--- src/rtl/pl_hazard_ctrl_pkg.sv ---
// Shared encodings for the pipeline hazard controller: forwarding selects
// and the multi-cycle execute-unit state type.
package hazard_pkg;

  localparam logic [1:0] FWD_RF  = 2'b00;
  localparam logic [1:0] FWD_WB  = 2'b01;
  localparam logic [1:0] FWD_MEM = 2'b10;

  typedef enum logic {
    MD_IDLE = 1'b0,
    MD_BUSY = 1'b1
  } md_state_t;

endpackage

--- src/rtl/pl_hazard_ctrl_md_busy_ctr.sv ---
// Multi-cycle execute-unit occupancy tracker: MdBusy is high for exactly
// MD_LAT cycles starting combinationally in the cycle MdStartE is seen in IDLE.
module md_busy_ctr
  import hazard_pkg::*;
#(
  parameter int MD_LAT = 4
) (
  input  logic clk,
  input  logic reset,
  input  logic MdStartE,
  output logic MdBusy
);

  localparam int CW = $clog2(MD_LAT);
  localparam logic [CW-1:0] CNT_LOAD = CW'(MD_LAT - 2);

  md_state_t     state_reg, state_next;
  logic [CW-1:0] cnt_reg, cnt_next;

  always_ff @(posedge clk) begin
    if (!reset) begin
      state_reg <= MD_IDLE;
      cnt_reg   <= '0;
    end else begin
      state_reg <= state_next;
      cnt_reg   <= cnt_next;
    end
  end

  // The start cycle counts as the first busy cycle, hence the MD_LAT-2 preload.
  always_comb begin
    state_next = state_reg;
    cnt_next   = cnt_reg;
    MdBusy     = 1'b0;
    case (state_reg)
      MD_IDLE: begin
        if (MdStartE) begin
          state_next = MD_BUSY;
          cnt_next   = CNT_LOAD;
          MdBusy     = 1'b1;
        end
      end
      MD_BUSY: begin
        MdBusy = 1'b1;
        if (cnt_reg != '0) begin
          cnt_next = cnt_reg - 1'b1;
        end else begin
          state_next = MD_IDLE;
        end
      end
      default: begin
        state_next = MD_IDLE;
        cnt_next   = '0;
      end
    endcase
    if (!reset) begin
      MdBusy = 1'b0;
    end
  end

endmodule

--- src/rtl/pl_hazard_ctrl.sv ---
// Hazard and forwarding controller for the 5-stage RISC-V pipeline.
// Optional performance counters are built when HAZ_PERF_CNT_EN is defined.
module pl_hazard_ctrl
  import hazard_pkg::*;
#(
  parameter int REG_AW = 5,
  parameter int MD_LAT = 4
) (
  input  logic              clk,
  input  logic              reset,
  input  logic [REG_AW-1:0] rs1D,
  input  logic [REG_AW-1:0] rs2D,
  input  logic [REG_AW-1:0] rs1E,
  input  logic [REG_AW-1:0] rs2E,
  input  logic [REG_AW-1:0] rdE,
  input  logic [REG_AW-1:0] rdM,
  input  logic [REG_AW-1:0] rdW,
  input  logic              RegWriteM,
  input  logic              RegWriteW,
  input  logic              LoadE,
  input  logic              PCSrcE,
  input  logic              MdStartE,
  output logic              StallF,
  output logic              StallD,
  output logic              StallE,
  output logic              StallM,
  output logic              StallW,
  output logic              FlushD,
  output logic              FlushE,
  output logic              FlushM,
  output logic              FlushW,
  output logic [1:0]        ForwardAE,
  output logic [1:0]        ForwardBE,
  output logic              MdBusy,
  output logic [31:0]       StallCnt,
  output logic [31:0]       FlushCnt
);

  logic startup_reg;
  logic hold;
  logic lw_stall;
  logic md_start;
  logic md_busy;

  // Stays set through reset and for one cycle after release, so D starts clean.
  always_ff @(posedge clk) begin
    if (!reset) begin
      startup_reg <= 1'b1;
    end else begin
      startup_reg <= 1'b0;
    end
  end

  assign hold     = !reset || startup_reg;
  assign md_start = MdStartE && !startup_reg;

  md_busy_ctr #(
    .MD_LAT (MD_LAT)
  ) u_md_busy_ctr (
    .clk      (clk),
    .reset    (reset),
    .MdStartE (md_start),
    .MdBusy   (md_busy)
  );

  assign MdBusy = md_busy;

  genvar gi;
  generate
    for (gi = 0; gi < 2; gi++) begin : g_fwd
      logic [REG_AW-1:0] rs;
      logic [1:0]        sel;

      assign rs = (gi == 0) ? rs1E : rs2E;

      // Memory stage holds the younger result, so it wins over writeback.
      always_comb begin
        sel = FWD_RF;
        if (RegWriteM && (rdM != '0) && (rdM == rs)) begin
          sel = FWD_MEM;
        end else if (RegWriteW && (rdW != '0) && (rdW == rs)) begin
          sel = FWD_WB;
        end
        if (!reset) begin
          sel = FWD_RF;
        end
      end
    end
  endgenerate

  assign ForwardAE = g_fwd[0].sel;
  assign ForwardBE = g_fwd[1].sel;

  assign lw_stall = LoadE && (rdE != '0) && ((rdE == rs1D) || (rdE == rs2D));

  // Priority: reset/startup bubble, then multi-cycle busy, then redirect, then load-use.
  always_comb begin
    StallF = 1'b0;
    StallD = 1'b0;
    StallE = 1'b0;
    FlushD = 1'b0;
    FlushE = 1'b0;
    FlushM = 1'b0;
    FlushW = 1'b0;
    if (hold) begin
      FlushD = 1'b1;
      FlushE = 1'b1;
      FlushM = 1'b1;
      FlushW = 1'b1;
    end else if (md_busy) begin
      StallF = 1'b1;
      StallD = 1'b1;
      StallE = 1'b1;
      FlushM = 1'b1;
    end else if (PCSrcE) begin
      FlushD = 1'b1;
      FlushE = 1'b1;
    end else if (lw_stall) begin
      StallF = 1'b1;
      StallD = 1'b1;
      FlushE = 1'b1;
    end
  end

  assign StallM = 1'b0;
  assign StallW = 1'b0;

`ifdef HAZ_PERF_CNT_EN
  logic [31:0] stall_cnt_reg;
  logic [31:0] flush_cnt_reg;
  logic        redirect_flush;

  assign redirect_flush = !hold && !md_busy && PCSrcE;

  always_ff @(posedge clk) begin
    if (!reset) begin
      stall_cnt_reg <= '0;
      flush_cnt_reg <= '0;
    end else begin
      if (StallF && (stall_cnt_reg != 32'hFFFF_FFFF)) begin
        stall_cnt_reg <= stall_cnt_reg + 32'd1;
      end
      if (redirect_flush && (flush_cnt_reg != 32'hFFFF_FFFF)) begin
        flush_cnt_reg <= flush_cnt_reg + 32'd1;
      end
    end
  end

  assign StallCnt = stall_cnt_reg;
  assign FlushCnt = flush_cnt_reg;
`else
  assign StallCnt = 32'd0;
  assign FlushCnt = 32'd0;
`endif

endmodule

--- config.mk ---
export PLATFORM = sky130hd
export DESIGN_NAME = pl_hazard_ctrl
export DESIGN_NICKNAME = d
export VERILOG_FILES = /design/src/rtl/pl_hazard_ctrl_pkg.sv /design/src/rtl/pl_hazard_ctrl_md_busy_ctr.sv /design/src/rtl/pl_hazard_ctrl.sv
export SDC_FILE = /design/constraint.sdc
export NUM_CORES = 1
export LEC_CHECK = 0
export ABC_AREA = 1
export CORE_MARGIN = 5
export CORE_UTILIZATION = 31
export DETAILED_ROUTE_END_ITERATION = 6
export GPL_TIMING_DRIVEN = 0
export PLACE_DENSITY = 0.86
export SYNTH_ARGS = -nofsm -noshare
export SYNTH_HDL_FRONTEND = slang
export SYNTH_SLANG_ARGS = --single-unit
export TNS_END_PERCENT = 5
--- constraint.sdc ---
create_clock -name clk -period 1.2 [get_ports clk]
set_input_delay 0.18 -clock clk [delete_from_list [all_inputs] [get_ports clk]]
set_output_delay 0.18 -clock clk [all_outputs]
set_load 0.05 [all_outputs]
==> metrics list <==
- Starting density of the core: 0.316
* Power density cells: between 600 and 700 nW/um^2
- RR Startpoint: startup_reg
- The clock drives 4 sinks.
- CTS built an H-tree with a depth of 1.
- Critical setup path kind: reg -> out
- Final HPWL from detailed placement: 3.12 mm
- Fin. Hold Viols: 0
* Root buf cell: sky130_fd_sc_hd__clkbuf_8
* Hold Path Class: in -> reg
- The clock reaches the later pin of the worst-skew pair after 0.21 ns.
- Violations in the final reports: setup timing
* Share of layout cells above drive strength 1: 0.370
* Height of the die: 73.4 um
- Max IR drop VDD: 354 uV
- Total placed cells including tap cells: approximately 370
* Largest net degree at the start of global routing: 10
- The filler cells instantiated in the layout total 383.
* Yosys warnings: 0
- First-pass iteration count of the detailed router: 4
* Via-to-Cell Ratio: 3.66
- Walking the worst path, the cells encountered are inv_2 -> a21oi_4 -> inv_2 -> o21ai_4 -> o21bai_4 -> buf_6.
- Summed over all failing endpoints, the final setup total negative slack is -2.35 ns.
- The first global-routing pass estimated 5.06 mm of wire.
* Total global routing track utilization: 0.115
- Clock-pin slew on the worst setup and hold paths: 0.03 ns
* Leakage power: about 1.3 nW
- Grt ovf: 0
- The critical path contains buffers and inverters numbering 3 combined.
* Non-filler cells, final: ~380
- Origin of the worst min-delay path: reset
- sky130_fd_sc_hd__buf_4 takes more of the synthesized area than any other cell.
* Leading cell types by count after synthesis: sky130_fd_sc_hd__buf_4, sky130_fd_sc_hd__nand2_1, sky130_fd_sc_hd__inv_1, sky130_fd_sc_hd__nor2_1, sky130_fd_sc_hd__xor2_1
- Wire length after detailed routing: 3.47 mm
- The number of max-slew violations in the final report is 0.
- Cell family with the largest share of critical-path delay: compound AO/OA/AOI/OAI gates
- The synthesized netlist occupies a cell area of 1240 sq um.
* Final setup viols: 13
* Worst EP required: 1.02 ns
- Number of cells produced by synthesis: 204
- Fmax achieved: between 0.6 and 0.7 GHz
- Of the post-synthesis cell area, the dominant cell type holds 0.404.
- The register with the most flip-flops in the layout has 2 of them.
* Gpl congestion: 0.864
- Crit path max-delay cell type: sky130_fd_sc_hd__dfxtp_2
- In the routed design, unresolved DRC markers number 0.
* Post-layout net count: 372
- Most instantiated library cell after synthesis: sky130_fd_sc_hd__buf_4
- The netlist uses 22 different library cells.
- The initialized floorplan defines 23 standard-cell rows.
- Die area: 5380 sq um
- Area grow syn2layout: 77.0%
- Dividing the synthesized area by the synthesized cell count gives 6.10 sq um.
- Share of the cycle needed by the critical path after routing: 1.24
* I/O pin count: between 100 and 150
- Num CTS Buffers: 3
- Crit path launch type: flip-flop
- Total via count in the routed design: roughly 1400
- Worst setup path startpoint: startup_reg
- Placeable Area: between 3000 and 4000 sq um
- On the worst path, the slowest cell contributes a delay of approximately 0.35 ns.
- Count of flip-flops with a built-in enable after synthesis: 0
- Critical Path Sink Type: output port
- Multi-input logic area: 885 sq um
- Maximum fanout count along the critical path: 4
* Routed length per instance: 9.21 um
- Max Clock Skew: 0.00188 ns
- Setup repair after global routing could not meet its margin everywhere.
- After layout, the worst setup slack is -0.291 ns.
- Count of port buffers added during placement: 53
- Final ANT Viol Nets: 0
- Worst path arrival time: 1.31 ns
* Register-to-register path setup slack: -0.03 ns
* Combined flip-flop and latch cell area: 81.3 sq um
- DRC marker count from the first detailed-route iteration: 25
- Most used flip-flop cell after synthesis: sky130_fd_sc_hd__dfxtp_1
* Register area share after synthesis: 0.0643
- The routed design could run at a clock period as short as 1.49 ns.
- TritonCTS built the clock tree.
- Largest cells by area after synthesis: sky130_fd_sc_hd__buf_4, sky130_fd_sc_hd__nand2_1, sky130_fd_sc_hd__xor2_1
- Synth Register Bits: 4
- Max-Cap Viols: 0
- Outcome: finished with violations
- Via count of the first global-routing pass: 1281
- Crit-path most repeated cell: sky130_fd_sc_hd__inv_2
- The number of antenna diodes in the final layout is 0.
- Maximum buffer depth of the clock tree: 2
- Number of antenna violations at the first check in global routing: 0
- Counting flops with an async set or reset pin after synthesis yields a share of 0.
* Width of the die: 73.4 um
timing repair:
item / CTS / global route
buffers inserted: 1 / 1
endpoints found under the hold margin: 0 / 0
hold buffers: 0 / 0
setup endpoints to repair: 12 / 13
gates resized for setup: 140 / 20
pin swaps: 21 / 17
power by group:
group / internal (W) / switching [W] / total [W]
combinational: 0.000357 / 0.000736 / 0.00109
clock: 0.000213 / 0.0000640 / 0.000277
sequential: 0.000144 / 0.00000735 / 0.000152
worst paths after layout:
kind                                            endpoint  cells after the start
worst min-delay path                         startup_reg                      2
worst min register to register  u_md_busy_ctr.cnt_reg[0]                      3
worst max-delay path                              FlushE                      6
worst max register to register  u_md_busy_ctr.cnt_reg[1]                      9
stage by stage:
| stage | total power [W] | setup slack, ns | hold WS [ns] | instance area [sq um] | utilization |
|---|---|---|---|---|---|
| 2_1_floorplan | 0.00101 | -0.361 | 0.296 | 1540 | - |
| 3_3_place_gp | 0.00123 | -1.22 | 0.499 | 2130 | 0.541 |
| 4_1_cts | 0.00150 | -0.315 | 0.379 | 2190 | 0.557 |
| 3_5_place_dp | 0.00124 | -1.26 | 0.504 | 2130 | 0.541 |
| 5_1_grt | 0.00161 | -0.380 | 0.403 | 2200 | 0.559 |
| 6_report | 0.00152 | -0.291 | 0.387 | 2200 | 0.559 |
cell families after synthesis:
kind of cell,Yosys count,share of synthesized area
adders and majority gates,1,0.0100
other,1,0.00301
and+or+nand+nor,70,0.232
xor gates and xnor gates,19,0.134
buffers and inverters,97,0.494
DFF,4,0.0643
AOI/OAI and AO/OA,12,0.0623
layout make-up:
class / count / share of cell area
Buffer: 67 / 0.230
Clock buffer: 3 / 0.0187
Inverter: 30 / 0.0545
Multi-Input combinational cell: 168 / 0.401
Sequential cell: 4 / 0.0369
Tap cell: 50 / 0.0284
Timing Repair Buffer: 55 / 0.230
cells in the final DEF (no fill, tap or decap), drive strengths merged, types with 4 or more instances in the layout:
cell type      instances
a21oi                  4
buf                   83
clkbuf                 5
clkdlybuf4s15         14
conb                  66
dfxtp                  4
dlygate4sd2           18
inv                   30
nand2                 34
nand3                  9
nor2                  21
o21ai                  5
xnor2                  7
xor2                  12
routing by layer:
metal | GRT usage | routed length (um)
met3 | 0.0219 | 422
met2 | 0.250 | 1960
met1 | 0.104 | 1090
met5 | 0 | 0
met4 | 0.0262 | 0
(Power assumes the default switching activity.)
==> RTL edit 1 (config.mk and constraints unchanged) <==
Add a define of `HAZ_PERF_CNT_EN`.
--- a/src/rtl/pl_hazard_ctrl.sv
+++ b/src/rtl/pl_hazard_ctrl.sv
@@ -1,5 +1,7 @@
 // Hazard and forwarding controller for the 5-stage RISC-V pipeline.
 // Optional performance counters are built when HAZ_PERF_CNT_EN is defined.
+`define HAZ_PERF_CNT_EN
+
 module pl_hazard_ctrl
   import hazard_pkg::*;
 #(
Check against the original RTL: not equivalent (a bounded check fails within 4 cycles, from zero or initial values and one cycle with reset low).
==> RTL edit 1 against the unedited design <==
- the run still ends with negative setup slack left
- sequential cell count increased by 64
- critical endpoint is now StallCnt[13]
- fmax shrank 13%
- clock power rose to 10 times the old value
- design area grew to 3.4 times the old value
- final cell count rose to 3.1 times the old value
- worst setup slack worse by 0.23 ns
- power rose to 3.9 times the old value
- wire length rose to 5.1 times the old value
- via count rose to 4.3 times the old value
- area after synthesis grew to 4.1 times the old value
- count of clock-buffer cells in the layout is 12 higher
==> RTL edit 1: results (changes against the unedited design) <==
Routing
  • Highest metal used: met4 (was met3)
  • Routed met2 length: 8574 microns (was 1959 microns)

Placed design
  • Dpl cell area: 6693 sq um (was 2133 sq um)
  • HPWL after DPL: 12910 microns (was 3121 microns)
  • Final GP Congestion: 0.9596 (was 0.8641)

STA
  • Setup Viol. Count Final: 76 (was 13)
  • Hold_ws: 0.1548 ns (was 0.3874 ns)
  • Setup WS post-layout: -0.5218 ns (was -0.2908 ns)

Global route
  • GRT Util Overall: 0.1816 (was 0.1148)
  • Vias in the first global route: 5675 (was 1281)
  • Largest net degree at the start of global routing: 12 (was 10)
  • M1 GR Usage: 0.2196 (was 0.1042)
  • First-pass GRT wire length: 27330 microns (was 5057 microns)

Logic synthesis
  • Post-synthesis sequential area ratio: 0.2696 (was 0.06432)
  • Avg Cell Area, Syn: 6.241 sq um (was 6.103 sq um)

Pwr
  • Internal power: 4.392 mW (was 0.7149 mW)
  • Combinational power: 0.882 mW (was 1.09 mW)

Layout
  • Layout fillers: 1612 (was 383)
  • Share of layout cells above drive strength 1: 0.3615 (was 0.3700)

Clock tree
  • H-tree Lvls: 3 (was 1)
  • Clk Latency, worst-skew pair: 0.34 ns (was 0.21 ns)

Worst hold path
  • Hold path depth: 3 (was 2)

Critical path
  • Critical Path Source: StallCnt[3] (was startup_reg)
  • Crit path largest cell delay: 0.40 ns (was 0.35 ns)
  • Critical path class: register to register (was register to primary output)

Run status
  • Status: finished with violations (unchanged)
  • Failing checks: negative setup slack (unchanged)
## RTL edit 1: repair_timing
action                                  in CTS  in global routing
buffers inserted                            20                  8
pin swaps                                   58                  9
resized for setup                          606                 73
endpoints found under the setup margin     142                109
cloned                                       1                  0
hold buffers                                 0                  0
## RTL edit 1: final cells by class
| cell class | instances | area [sq um] | area share |
|---|---|---|---|
| multi-input combinational | 621 | 3582 | 0.4802 |
| sequential | 68 | 1488 | 0.1994 |
| timing repair buffer | 144 | 1171 | 0.1570 |
| inverter | 94 | 357.8 | 0.04797 |
| buffer | 28 | 282.8 | 0.03791 |
| clock buffer | 15 | 277.8 | 0.03724 |
| tap | 216 | 270.3 | 0.03623 |
| clock inverter | 1 | 30.03 | 0.004025 |
## RTL edit 1: critical path, delay by kind of cell, from the launching register on
kind,cells,cell delay (ns)
AO/OA/AOI/OAI,1,0.09
buffers and inverters,2,0.31
AND/OR/NAND/NOR,6,0.76
flip-flops,1,0.40
==> RTL edit 2 (config.mk and constraints unchanged) <==
Made on the original files. `MD_LAT` is set to 4 in 2 places; all go to 8.
--- a/src/rtl/pl_hazard_ctrl_md_busy_ctr.sv
+++ b/src/rtl/pl_hazard_ctrl_md_busy_ctr.sv
@@ -3,7 +3,7 @@
 module md_busy_ctr
   import hazard_pkg::*;
 #(
-  parameter int MD_LAT = 4
+  parameter int MD_LAT = 8
 ) (
   input  logic clk,
   input  logic reset,
--- a/src/rtl/pl_hazard_ctrl.sv
+++ b/src/rtl/pl_hazard_ctrl.sv
@@ -4,7 +4,7 @@
   import hazard_pkg::*;
 #(
   parameter int REG_AW = 5,
-  parameter int MD_LAT = 4
+  parameter int MD_LAT = 8
 ) (
   input  logic              clk,
   input  logic              reset,
Function: changed (Yosys sat finds a counterexample within 10 cycles, from zero or initial values and one cycle with reset low).
==> RTL edit 2 against the unedited design <==
- the flow still finishes with violations (negative setup slack)
- die area is 4.9% higher
- sequential cell count is 1 higher
- sequential power is 29% higher
- via count is 0.29% lower
- area after synthesis is 5.6% higher
- clock skew is 0.0021 ns higher
- power is 5.0% higher
- design area is 1.7% higher
- worst hold slack worse by 0.17 ns
- clock power is 12% higher
- wire length is 1.3% lower
- non-clock buffer count is 1 lower
- worst setup slack better by 0.0020 ns
- largest cell class unchanged
==> RTL edit 2: results (changes against the unedited design) <==
Run status
  • Status: finished with violations (unchanged)
  • Failing checks: negative setup slack (unchanged)

Pwr
  • Max rail drop VDD: 0.3474 mV (was 0.3541 mV)
  • Pleak: 1.335 nW (about the same)

Logic synthesis
  • Most frequent cells after synthesis: 67 x buf_4, 36 x nand2_1, 26 x inv_1 (was 67 x buf_4, 34 x nand2_1, 23 x inv_1)
  • Count of cell types in the netlist: 23 (was 22)
  • Synth top area cells: buf_4 38%, nand2_1 10%, dfxtp_1 7.6% (was buf_4 40%, nand2_1 10%, xor2_1 8.4%)
  • Avg Cell Area, Syn: 6.262 sq um (was 6.103 sq um)
  • Post-synthesis sequential area ratio: 0.07612 (was 0.06432)
  • Ys flop type: dfxtp_1 (unchanged)

Flow run
  • Max_cap viols: 0 (unchanged)

Global route
  • First-pass GRT wire length: 4988 microns (was 5057 microns)
  • Antenna violations before repair: 0 (unchanged)
  • GRT Util Overall: 0.1118 (was 0.1148)
  • Vias in the first global route: 1229 (was 1281)

Layout
  • Share of layout cells above drive strength 1: 0.3544 (was 0.3700)
  • Max reg flops: 3 (was 2)
  • ANT cells: 0 (unchanged)
  • Layout fillers: 407 (was 383)
  • Final nets: 378 (was 372)

Critical path
  • Reg2Reg Launch Point: u_md_busy_ctr.cnt_reg[0] (was startup_reg)
  • Crit path largest cell delay: 0.37 ns (was 0.35 ns)
  • FF-to-FF End: u_md_busy_ctr.cnt_reg[2] (was u_md_busy_ctr.cnt_reg[1])
  • R2R depth: 8 (was 9)
  • WP data arrival: 1.31 ns (about the same)
  • Slowest cell on crit path: dfxtp_4 (was dfxtp_2)
  • CP top delay family: flip-flops (was compound AO/OA/AOI/OAI gates)
  • Peak fanout along the critical path: 3 (was 4)
  • Critical Path Source: startup_reg (unchanged)
  • End point of the critical path: StallF (was FlushE)
  • Reg2Reg Setup Slack: -0.01 ns (was -0.03 ns)

Clock tree
  • CTS Buffer Depth: 2 (unchanged)
  • Clk Latency, worst-skew pair: 0.22 ns
  • Cts hold-fix bufs: 0 (unchanged)
  • Clock transition at path regs: 0.04 ns
  • H-tree Lvls: 1 (unchanged)

Placed design
  • HPWL after DPL: 3093 microns (was 3121 microns)
  • Final GP Congestion: 0.8275 (was 0.8641)
  • DP Worst Slack: -1.253 ns (was -1.262 ns)
  • Port Buffer Count: 53 (unchanged)

STA
  • Layout Skew: 0.004006 ns (was 0.001880 ns)
  • Setup WS post-layout: -0.2888 ns (was -0.2908 ns)
  • Setup Viol. Count Final: 13 (unchanged)

Routing
  • First-pass DRT Iterations: 4 (unchanged)
  • DR vias: 1377 (was 1381)
  • Wire per inst: 8.948 microns (was 9.210 microns)
  • Iter 0 DRT Violations: 43 (was 25)
  • Routed vias/inst: 3.595 (was 3.663)

Worst hold path
  • Hold WC Path Type: primary input to register (unchanged)
-- RTL edit 2: cell types whose count changed after synthesis, moves of 3 or more --
cell | unedited run | this run
inv_2 | 7 | 3
o21ai_1 | 4 | 1
nand3_1 | 9 | 6
o21ai_0 | 1 | 6
inv_1 | 23 | 26
-- RTL edit 2: worst min-delay path by stage --
| stage | start | to | slack [ns] | cells past startpoint |
|---|---|---|---|---|
| CTS | reset | startup_reg | 0.38 | 2 |
| finish | reset | startup_reg | 0.22 | 2 |
| global route | reset | startup_reg | 0.23 | 2 |
| detailed placement | u_md_busy_ctr.cnt_reg[1] | u_md_busy_ctr.cnt_reg[1] | 0.49 | 2 |
| global placement | u_md_busy_ctr.cnt_reg[1] | u_md_busy_ctr.cnt_reg[1] | 0.48 | 2 |
| floorplan | reset | startup_reg | 0.30 | 1 |
-- RTL edit 2: report_power, final --
part	switching [mW]	internal (mW)	leakage, nW
Sequential	0.0140	0.182	0.0417
Combinational	0.737	0.356	1.27
Clock	0.0828	0.228	0.0228
Total	0.833	0.765	1.34
-- RTL edit 2: stage by stage --
stage | setup TNS (ns) | util | hold WS (ns) | cell area (sq um)
detailed placement | -12.68 | 0.5390 | 0.4931 | 2187
global route | -3.290 | 0.5523 | 0.2283 | 2241
global placement | -12.35 | 0.5390 | 0.4843 | 2187
CTS | -2.727 | 0.5532 | 0.3808 | 2245
finish | -2.323 | 0.5523 | 0.2151 | 2241
floorplan | -1.903 | - | 0.2962 | 1594
-- RTL edit 2: kinds of logic (layout without fill, tap and decap cells) --
group / after synthesis / in the layout / synth area share
AOI/OAI and AO/OA: 16 / 16 / 0.07992
xor gates and xnor gates: 20 / 20 / 0.1332
adders and majority gates: 2 / 2 / 0.01903
buffers and inverters: 96 / 154 / 0.4653
DFF: 5 / 5 / 0.07612
other: 1 / 66 / 0.002852
and+or+nand+nor: 70 / 70 / 0.2236
-- RTL edit 2: repair_timing --
action,CTS,global route
gates resized for setup,126,27
setup endpoints to repair,15,15
pin swaps,21,15
buffers inserted,1,0
cloned,0,0
-- RTL edit 2: cell type report --
cell class | instances | share of cell area
repair buffers | 54 | 0.2194
inverters | 29 | 0.05304
flip-flops and latches | 5 | 0.04634
multi-input cells | 174 | 0.4070
clock buffers | 4 | 0.02010
well taps | 50 | 0.02792
plain buffers | 67 | 0.2261
-- RTL edit 2: metal layers --
metal	vias to the layer above	wire length, microns	track usage
met2	63	1954	0.2340
met4	0	50	0.03689
met3	4	378	0.03204
met5	-	0	0
met1	557	1044	0.09921
li1	753	-	-
